`src/rtl/sha3_pkg.sv`:
```
// Shared types and helpers for the SHA-3 core: Keccak state layout, digest select,
// output serializer FSM states and digest byte-length lookup.
package sha3_pkg;

  localparam int STATE_BITS = 1600;

  typedef logic [4:0][4:0][63:0] keccak_state_t;

  typedef enum logic [1:0] {
    SHA3_224 = 2'd0,
    SHA3_256 = 2'd1,
    SHA3_384 = 2'd2,
    SHA3_512 = 2'd3
  } digest_sel_t;

  typedef enum logic {
    IDLE = 1'b0,
    SEND = 1'b1
  } ser_state_t;

  // Byte length of the streamed output; full mode dumps the whole 200-byte state.
  function automatic logic [7:0] digest_bytes(input digest_sel_t sel, input logic full);
    logic [7:0] len;
    if (full) begin
      len = 8'd200;
    end else begin
      case (sel)
        SHA3_224: len = 8'd28;
        SHA3_256: len = 8'd32;
        SHA3_384: len = 8'd48;
        default:  len = 8'd64;
      endcase
    end
    return len;
  endfunction

endpackage

```
`src/rtl/sha3_state_flatten.sv`:
```
// Packs the [x][y] Keccak lane array into a flat 1600-bit vector, lane x+5y at bit 64*(x+5y).
// Purely combinational; shared with the input absorber.
module sha3_state_flatten
  import sha3_pkg::*;
(
  input  keccak_state_t           lanes,
  output logic [STATE_BITS-1:0]   flat
);

  for (genvar y = 0; y < 5; y++) begin : g_row
    for (genvar x = 0; x < 5; x++) begin : g_col
      assign flat[64*(x+5*y) +: 64] = lanes[x][y];
    end
  end

endmodule

```
`src/rtl/sha3_out_serializer.sv`:
```
// AXI-Stream output stage: captures the final Keccak state and streams the digest in
// DATA_WIDTH-bit beats. Define SHA_OUT_BACK2BACK_EN to allow capture on the last-beat handshake.
module sha3_out_serializer
  import sha3_pkg::*;
#(
  parameter int DATA_WIDTH = 64
) (
  input  logic                      ACLK,
  input  logic                      ARESET,
  input  logic                      S_VALID,
  output logic                      S_READY,
  input  keccak_state_t             S_STATE,
  input  logic [1:0]                S_TUSER,
  input  logic                      S_FULL,
  output logic [DATA_WIDTH-1:0]     M_AXIS_TDATA,
  output logic [DATA_WIDTH/8-1:0]   M_AXIS_TKEEP,
  output logic                      M_AXIS_TVALID,
  input  logic                      M_AXIS_TREADY,
  output logic                      M_AXIS_TLAST
);

  // state | meaning
  // IDLE  | no digest held, S_READY high, waiting for the permutation engine
  // SEND  | streaming beats, TVALID high, counter holds beats still to send

  localparam int BYTES = DATA_WIDTH / 8;

  ser_state_t            state_q, state_d;
  logic [STATE_BITS-1:0] flat;
  logic [STATE_BITS-1:0] shreg_q;
  logic [7:0]            len;
  logic [7:0]            n_beats;
  logic [7:0]            beats_q;
  logic [3:0]            n_rem;
  logic [3:0]            rem_q;
  logic                  load;
  logic                  shift;
  logic                  ready_c;
  logic                  last_beat;
  logic [BYTES-1:0]      keep;
  logic [DATA_WIDTH-1:0] data;

  sha3_state_flatten u_flatten (
    .lanes (S_STATE),
    .flat  (flat)
  );

  assign len       = digest_bytes(digest_sel_t'(S_TUSER), S_FULL);
  assign n_beats   = 8'((32'(len) + BYTES - 1) / BYTES);
  assign n_rem     = 4'(32'(len) % BYTES);
  assign last_beat = (beats_q == 8'd1);

  always_ff @(posedge ACLK) begin
    if (ARESET) begin
      state_q <= IDLE;
    end else begin
      state_q <= state_d;
    end
  end

  always_comb begin
    state_d = state_q;
    ready_c = 1'b0;
    load    = 1'b0;
    shift   = 1'b0;
    case (state_q)
      IDLE: begin
        ready_c = 1'b1;
        if (S_VALID) begin
          load    = 1'b1;
          state_d = SEND;
        end
      end
      SEND: begin
        if (M_AXIS_TREADY) begin
          shift = 1'b1;
          if (last_beat) begin
            state_d = IDLE;
`ifdef SHA_OUT_BACK2BACK_EN
            // Reload on the final handshake so TVALID never drops between digests.
            ready_c = 1'b1;
            if (S_VALID) begin
              load    = 1'b1;
              state_d = SEND;
            end
`endif
          end
        end
      end
      default: state_d = IDLE;
    endcase
  end

  always_ff @(posedge ACLK) begin
    if (ARESET) begin
      shreg_q <= '0;
      beats_q <= '0;
      rem_q   <= '0;
    end else if (load) begin
      shreg_q <= flat;
      beats_q <= n_beats;
      rem_q   <= n_rem;
    end else if (shift) begin
      shreg_q <= shreg_q >> DATA_WIDTH;
      beats_q <= beats_q - 8'd1;
    end
  end

  // Bytes past the digest length on a partial last beat are masked to zero.
  always_comb begin
    keep = '0;
    data = '0;
    if (state_q == SEND) begin
      for (int b = 0; b < BYTES; b++) begin
        if (!last_beat || rem_q == 4'd0 || b < 32'(rem_q)) begin
          keep[b]        = 1'b1;
          data[8*b +: 8] = shreg_q[8*b +: 8];
        end
      end
    end
  end

  assign S_READY       = ready_c & ~ARESET;
  assign M_AXIS_TVALID = (state_q == SEND);
  assign M_AXIS_TLAST  = (state_q == SEND) && last_beat;
  assign M_AXIS_TKEEP  = keep;
  assign M_AXIS_TDATA  = data;

endmodule

```
`config.mk`:
```
export PLATFORM = sky130hd
export DESIGN_NAME = sha3_out_serializer
export DESIGN_NICKNAME = d
export VERILOG_FILES = /design/src/rtl/sha3_pkg.sv /design/src/rtl/sha3_state_flatten.sv /design/src/rtl/sha3_out_serializer.sv
export SDC_FILE = /design/constraint.sdc
export NUM_CORES = 2
export LEC_CHECK = 0
export CAP_MARGIN = 20
export CORE_AREA = 5 5 650 652
export DETAILED_ROUTE_END_ITERATION = 6
export DIE_AREA = 0 0 655 657
export PLACE_DENSITY = 0.4
export SLEW_MARGIN = 20
export SYNTH_ARGS = -nofsm -noshare
export SYNTH_HDL_FRONTEND = slang
export SYNTH_SLANG_ARGS = --single-unit
```
`constraint.sdc`:
```
create_clock -name ACLK -period 1.5 [get_ports ACLK]
set_clock_uncertainty 0.2 [all_clocks]
set_input_delay 0.15 -clock ACLK [delete_from_list [all_inputs] [get_ports ACLK]]
set_output_delay 0.15 -clock ACLK [all_outputs]
set_load 0.005 [all_outputs]
```
# Word level (Yosys, flattened, before mapping)
# Index checks and enable logic that the tools add are counted.
classes:
  n_lt_le_gt_ge: 8
  add_sub_neg: 3
  eq_ne: 3
  mux: 32
  n_bitwise: 3
  n_reduce_logical: 14
op_table:
  columns: ["op", "count"]
  rows:
  - ["$mux 1600", 2]
  - ["$mux 8", 12]
  - ["$mux 64", 1]
  - ["$pmux 7 s3", 1]
  - ["$mux 1", 15]
  - ["$lt 3x3->1 const A", 4]
  - ["$sub 9x1->10 const B", 1]
  - ["$add 8x4->9 const B", 1]
  - ["$logic_or 1x1->1", 9]
  - ["$eq 8x1->1 const B", 1]
  - ["$sub 8x1->8 const B", 1]
  - ["$lt 1x3->1 const A", 2]
  - ["$lt 2x3->1 const A", 2]
  - ["$logic_not 4->1", 1]
  - ["$eq 2x1->1 const B", 1]
  - ["$eq 2x2->1 const B", 1]
  - ["$logic_not 2->1", 1]
  - ["$not 1->1", 2]
  - ["$pmux 1 s2", 1]
  - ["$reduce_bool 2->1", 1]
  - ["$and 1x1->1", 1]
  - ["$logic_and 1x1->1", 1]
  - ["$logic_not 1->1", 1]
word_totals:
  output_inout_bits: 75
  wordCells: 67
  ff_bits: 1612

# Longest topological paths before layout
depth:
  depth_word: 6
  ltp_mapped: 8

# Cells and area by module
# A second synthesis with hierarchy kept.
unflattened:
  cells_unflattened: 10565
  hier_area_um2: 80453.4
by_module_without_submodules:
  columns: ["mod", "cells_each", "area_each_um2", "instances", "seq_area_each_um2"]
  rows:
  - ["sha3_out_serializer", 8965, 68441.9, 1, 32230.9]
  - ["sha3_state_flatten", 1600, 12011.5, 1, 0.0]

# Worst setup path after synthesis
# OpenSTA, ideal clock, no wires.
synth_path:
  path_type: "register to output"
  from: "register beats_q[1]"
  to: "output M_AXIS_TDATA[54]"
  slack_ps: -231
  arrival_ps: 1381
  path_stages_with_launch: 7
  required_ps: 1150
  path_buffers: 1
  path_cell_list: "dfxtp_1 inv_1 ha_1 and4b_1 a21boi_1 buf_2 and2_1"
synth_via:
  elab_chain_len: 6
synth_lines:
  columns: ["element", "line", "text"]
  rows:
  - ["start, declared", "sha3_out_serializer.sv:33", "logic [7:0] beats_q;"]
  - ["start signal, assigned", "sha3_out_serializer.sv:101", "beats_q <= n_beats;"]
  - ["start signal, assigned", "sha3_out_serializer.sv:105", "beats_q <= beats_q - 8'd1;"]
  - ["$eq 8x1->1", "sha3_out_serializer.sv:51", "assign last_beat = (beats_q == 8'd1);"]
  - ["$logic_not 1->1", "sha3_out_serializer.sv:115", "if (!last_beat || rem_q == 4'd0 || b < 32'(rem_q)) begin"]
  - ["$logic_or 1x1->1 (2 in series)", "sha3_out_serializer.sv:115", null]
  - ["$mux 8", "sha3_out_serializer.sv:115", null]
  - ["$mux 64", "sha3_out_serializer.sv:113", "if (state_q == SEND) begin"]
  - ["end, declared", "sha3_out_serializer.sv:15", "output logic [DATA_WIDTH-1:0] M_AXIS_TDATA,"]
# Every way passes these cells.

# Worst setup path in the final report
layout_path:
  from: "register beats_q[5]"
  to: "output M_AXIS_TDATA[35]"
# Same word-level chain as after synthesis.

==> results.md <==
- Outcome: complete, but fails checks
- Slew margin rel.: 0.281
- Largest net degree at the start of global routing: 90
- Yosys warns: 0
- Final critical-path share of the clock period: 1.89
- Die footprint: 430000 sq um
- Iter 0 DRT Violations: 6683
- Global-route wire length before repair: 617000 microns
- Syn-to-layout area delta: 82.8%
- Most frequent cell after synthesis: nand2_1
- Synth Net Count: 10500
- Failing checks: negative setup slack
- Pwr Density: 1020 nW/um^2
- Post-Synthesis Cells: 8892
- Nets: 14000
- Max-capacitance violation count: 0
- #FFs+latches synth: 1610
- Clock Sinks: 1610
- Die Y: 657 microns
- Antenna Nets Post-Route: 0
- Worst EP arrival: 2.49 ns
- RePlAce Congestion: 0.855
- Commonest cells post-synth: 3140 x nand2_1, 1610 x dfxtp_1, 1480 x nor2_1
- Worst-case clock buffer depth: 4
- WL/cell: 25.3 microns
- Seq/Total Area, Yosys: 0.472
- Number of global-route vias before repair: 80400
- Crit-path most repeated cell: buf_12
- H-Tree Depth: 4
- Final hold vios: 0
- # port buffers: 1681
- CP max stage delay: 0.33 ns
- Yosys cell types: 32
- Mapped Area: 68200 sq um
- Static Leak: 48.2 nW
- Synth area leader: dfxtp_1
- Avg Cell Area, Syn: 7.67 sq um
- Global Route Usage Sum: 0.198
- Initial antenna violation count: 201
- Top post-synthesis cells by area: dfxtp_1 47%, a311oi_1 19%, nand2_1 17%, nor2_1 8.1%, buf_2 2.8%
- Crit-path cells: nor2_1 > and4b_2 > a21boi_4 > buf_12 > buf_12 > buf_16 > and2_4 > buf_2
- Setup CP Type: reg -> out
- Max-slew violations: 0
- Ys async rst share: 0
- Number of flops mapped to enable cells by yosys: 0
- Worst slew pin tran: 1.08 ns
- Reg clk slew, reported paths: 0.06 ns
- Post-Route WL: 459000 microns
- Rows: 237
- Maximum VDD drop: 0.000885 V
- WP data required: 1.15 ns
- Place WS: -1.06 ns
- DRT Pass-1 Iters: 6
- Top cell type's share of synthesized area: 0.472
- Inserted Clock Buffers: 206
- Dominant synthesized flop cell: dfxtp_1
- Core Region: 416000 sq um
- Final Worst Setup Slack: -1.34 ns
- Minimum clock period: 2.84 ns
- Crit path launch type: register
- Via density: 4.46
- DRC errors left: 0
- Critical path endpoint category: primary output
- Grt total ovfl: 0
- CP Max Fanout: 5
- RSZ-0062 raised after global routing: yes
- IO Pins: 1682
- Die W: 655 microns
- Worst min-delay path class: in -> reg
- Skew-Pair Late Insertion Delay: 0.91 ns
- CTS root buf: clkbuf_16
- TritonCTS clock tree: done
- Share of layout cells above drive strength 1: 0.128
- Detail Placement HPWL: 350000 microns
- Starting Density: 0.164
- Fmax: 352 MHz
- Setup TNS: -1365.69 ns
- CP max-delay cell: and4b_2
- Setup violators final: 1685
- Routed via count: 80800
==> power by group <==
group	total, W	internal (W)	switching (W)
logic	0.0263	0.0137	0.0126
clock network	0.0519	0.0300	0.0219
registers	0.0495	0.0464	0.00308
==> metal layers <==
layer | wire length (microns) | track usage | vias up
met5 | 564 | 0 | -
met4 | 14600 | 0.0552 | 96
met3 | 27200 | 0.0336 | 655
met2 | 227000 | 0.351 | 2585
met1 | 190000 | 0.245 | 39400
li1 | - | - | 38100
==> layout by cell type, fill, tap and decap left out, types with 5 or more instances in the layout <==
| cell | netlist | routed |
|---|---|---|
| a22oi_1 | 64 | 51 |
| clkbuf_8 | 0 | 52 |
| a21oi_2 | 0 | 52 |
| clkbuf_16 | 0 | 247 |
| nand2_1 | 3140 | 3042 |
| diode_2 | 0 | 96 |
| nand2_2 | 0 | 21 |
| nor3_1 | 6 | 5 |
| a22oi_2 | 0 | 13 |
| buf_8 | 0 | 23 |
| dfxtp_1 | 1610 | 1607 |
| nor2_1 | 1480 | 1477 |
| buf_6 | 0 | 116 |
| bufinv_16 | 0 | 10 |
| and2_4 | 0 | 65 |
| buf_16 | 0 | 50 |
| clkbuf_1 | 430 | 52 |
| clkinv_2 | 0 | 34 |
| buf_12 | 0 | 225 |
| nand2_4 | 0 | 76 |
| bufbuf_16 | 0 | 15 |
| a21oi_1 | 131 | 79 |
| clkinvlp_4 | 0 | 8 |
| dlygate4sd3_1 | 0 | 1603 |
| buf_4 | 25 | 489 |
| clkdlybuf4s50_1 | 0 | 1605 |
| a311oi_2 | 0 | 77 |
| a311oi_1 | 1472 | 1395 |
==> logic make-up after synthesis <==
logic type	after synthesis	synth area share
DFF	1610	0.472
xor gates and xnor gates	7	0.000899
AOI/OAI and AO/OA	1678	0.207
adders and majority gates	4	0.000734
buffers and inverters	889	0.0573
and+or+nand+nor	4704	0.262
==> layout make-up <==
type                    count  area, sq um
repair buffers           4168        44800
multi-input cells        6393        33700
clock buffers             313         6140
inverters                   4         15.0
well taps                5497         6880
diodes                     96          240
flip-flops and latches   1610        32200
fillers                 44500       291000
clock inverters            63          738
==> sequential cells by signal, indices dropped and copies added (netlist names) <==
register / flops
shreg_q: 1600
beats_q: 8
M_AXIS_TVALID: 1
rem_q: 1
==> what timing repair did <==
action | in CTS | in global routing
hold buffers | 1603 | 0
cloned | 33 | 40
gates resized for setup | 520 | 414
pin swaps | 46 | 179
buffers inserted | 73 | 37
setup endpoints to repair | 1684 | 1685
hold endpoints to repair | 1610 | 0
==> path summary, 6_finish.rpt <==
| path | startpoint | to | slack [ns] | cells past startpoint |
|---|---|---|---|---|
| max reg2reg | M_AXIS_TVALID | shreg_q[1502] | -0.99 | 13 |
| min reg2reg | shreg_q[1554] | shreg_q[1554] | 0.26 | 2 |
| max | beats_q[5] | M_AXIS_TDATA[35] | -1.34 | 8 |
| min | S_STATE[1098] | shreg_q[842] | 0.18 | 4 |
==> critical path: cells and delay by family, from the launching register on <==
kind / cells / cell delay, ns
AOI/OAI and AO/OA: 1 / 0.08
buffers and inverters: 4 / 0.54
DFF: 1 / 0.31
and+or+nand+nor: 3 / 0.70
==> stage by stage <==
step / util / cell area (sq um) / power [W] / hold WS (ns) / std cells
final: 0.300 / 125000 / 0.128 / 0.176 / 18100
after detailed placement: 0.232 / 96300 / 0.0701 / 0.247 / 15900
after CTS: 0.292 / 122000 / 0.128 / 0.0437 / 18000
after global placement: 0.232 / 96300 / 0.0702 / 0.244 / 15900
after global routing: 0.300 / 125000 / 0.132 / 0.112 / 18100
after floorplan: - / 68900 / 0.0576 / 0.0860 / 8892
Power figures use the tool's default switching activity.
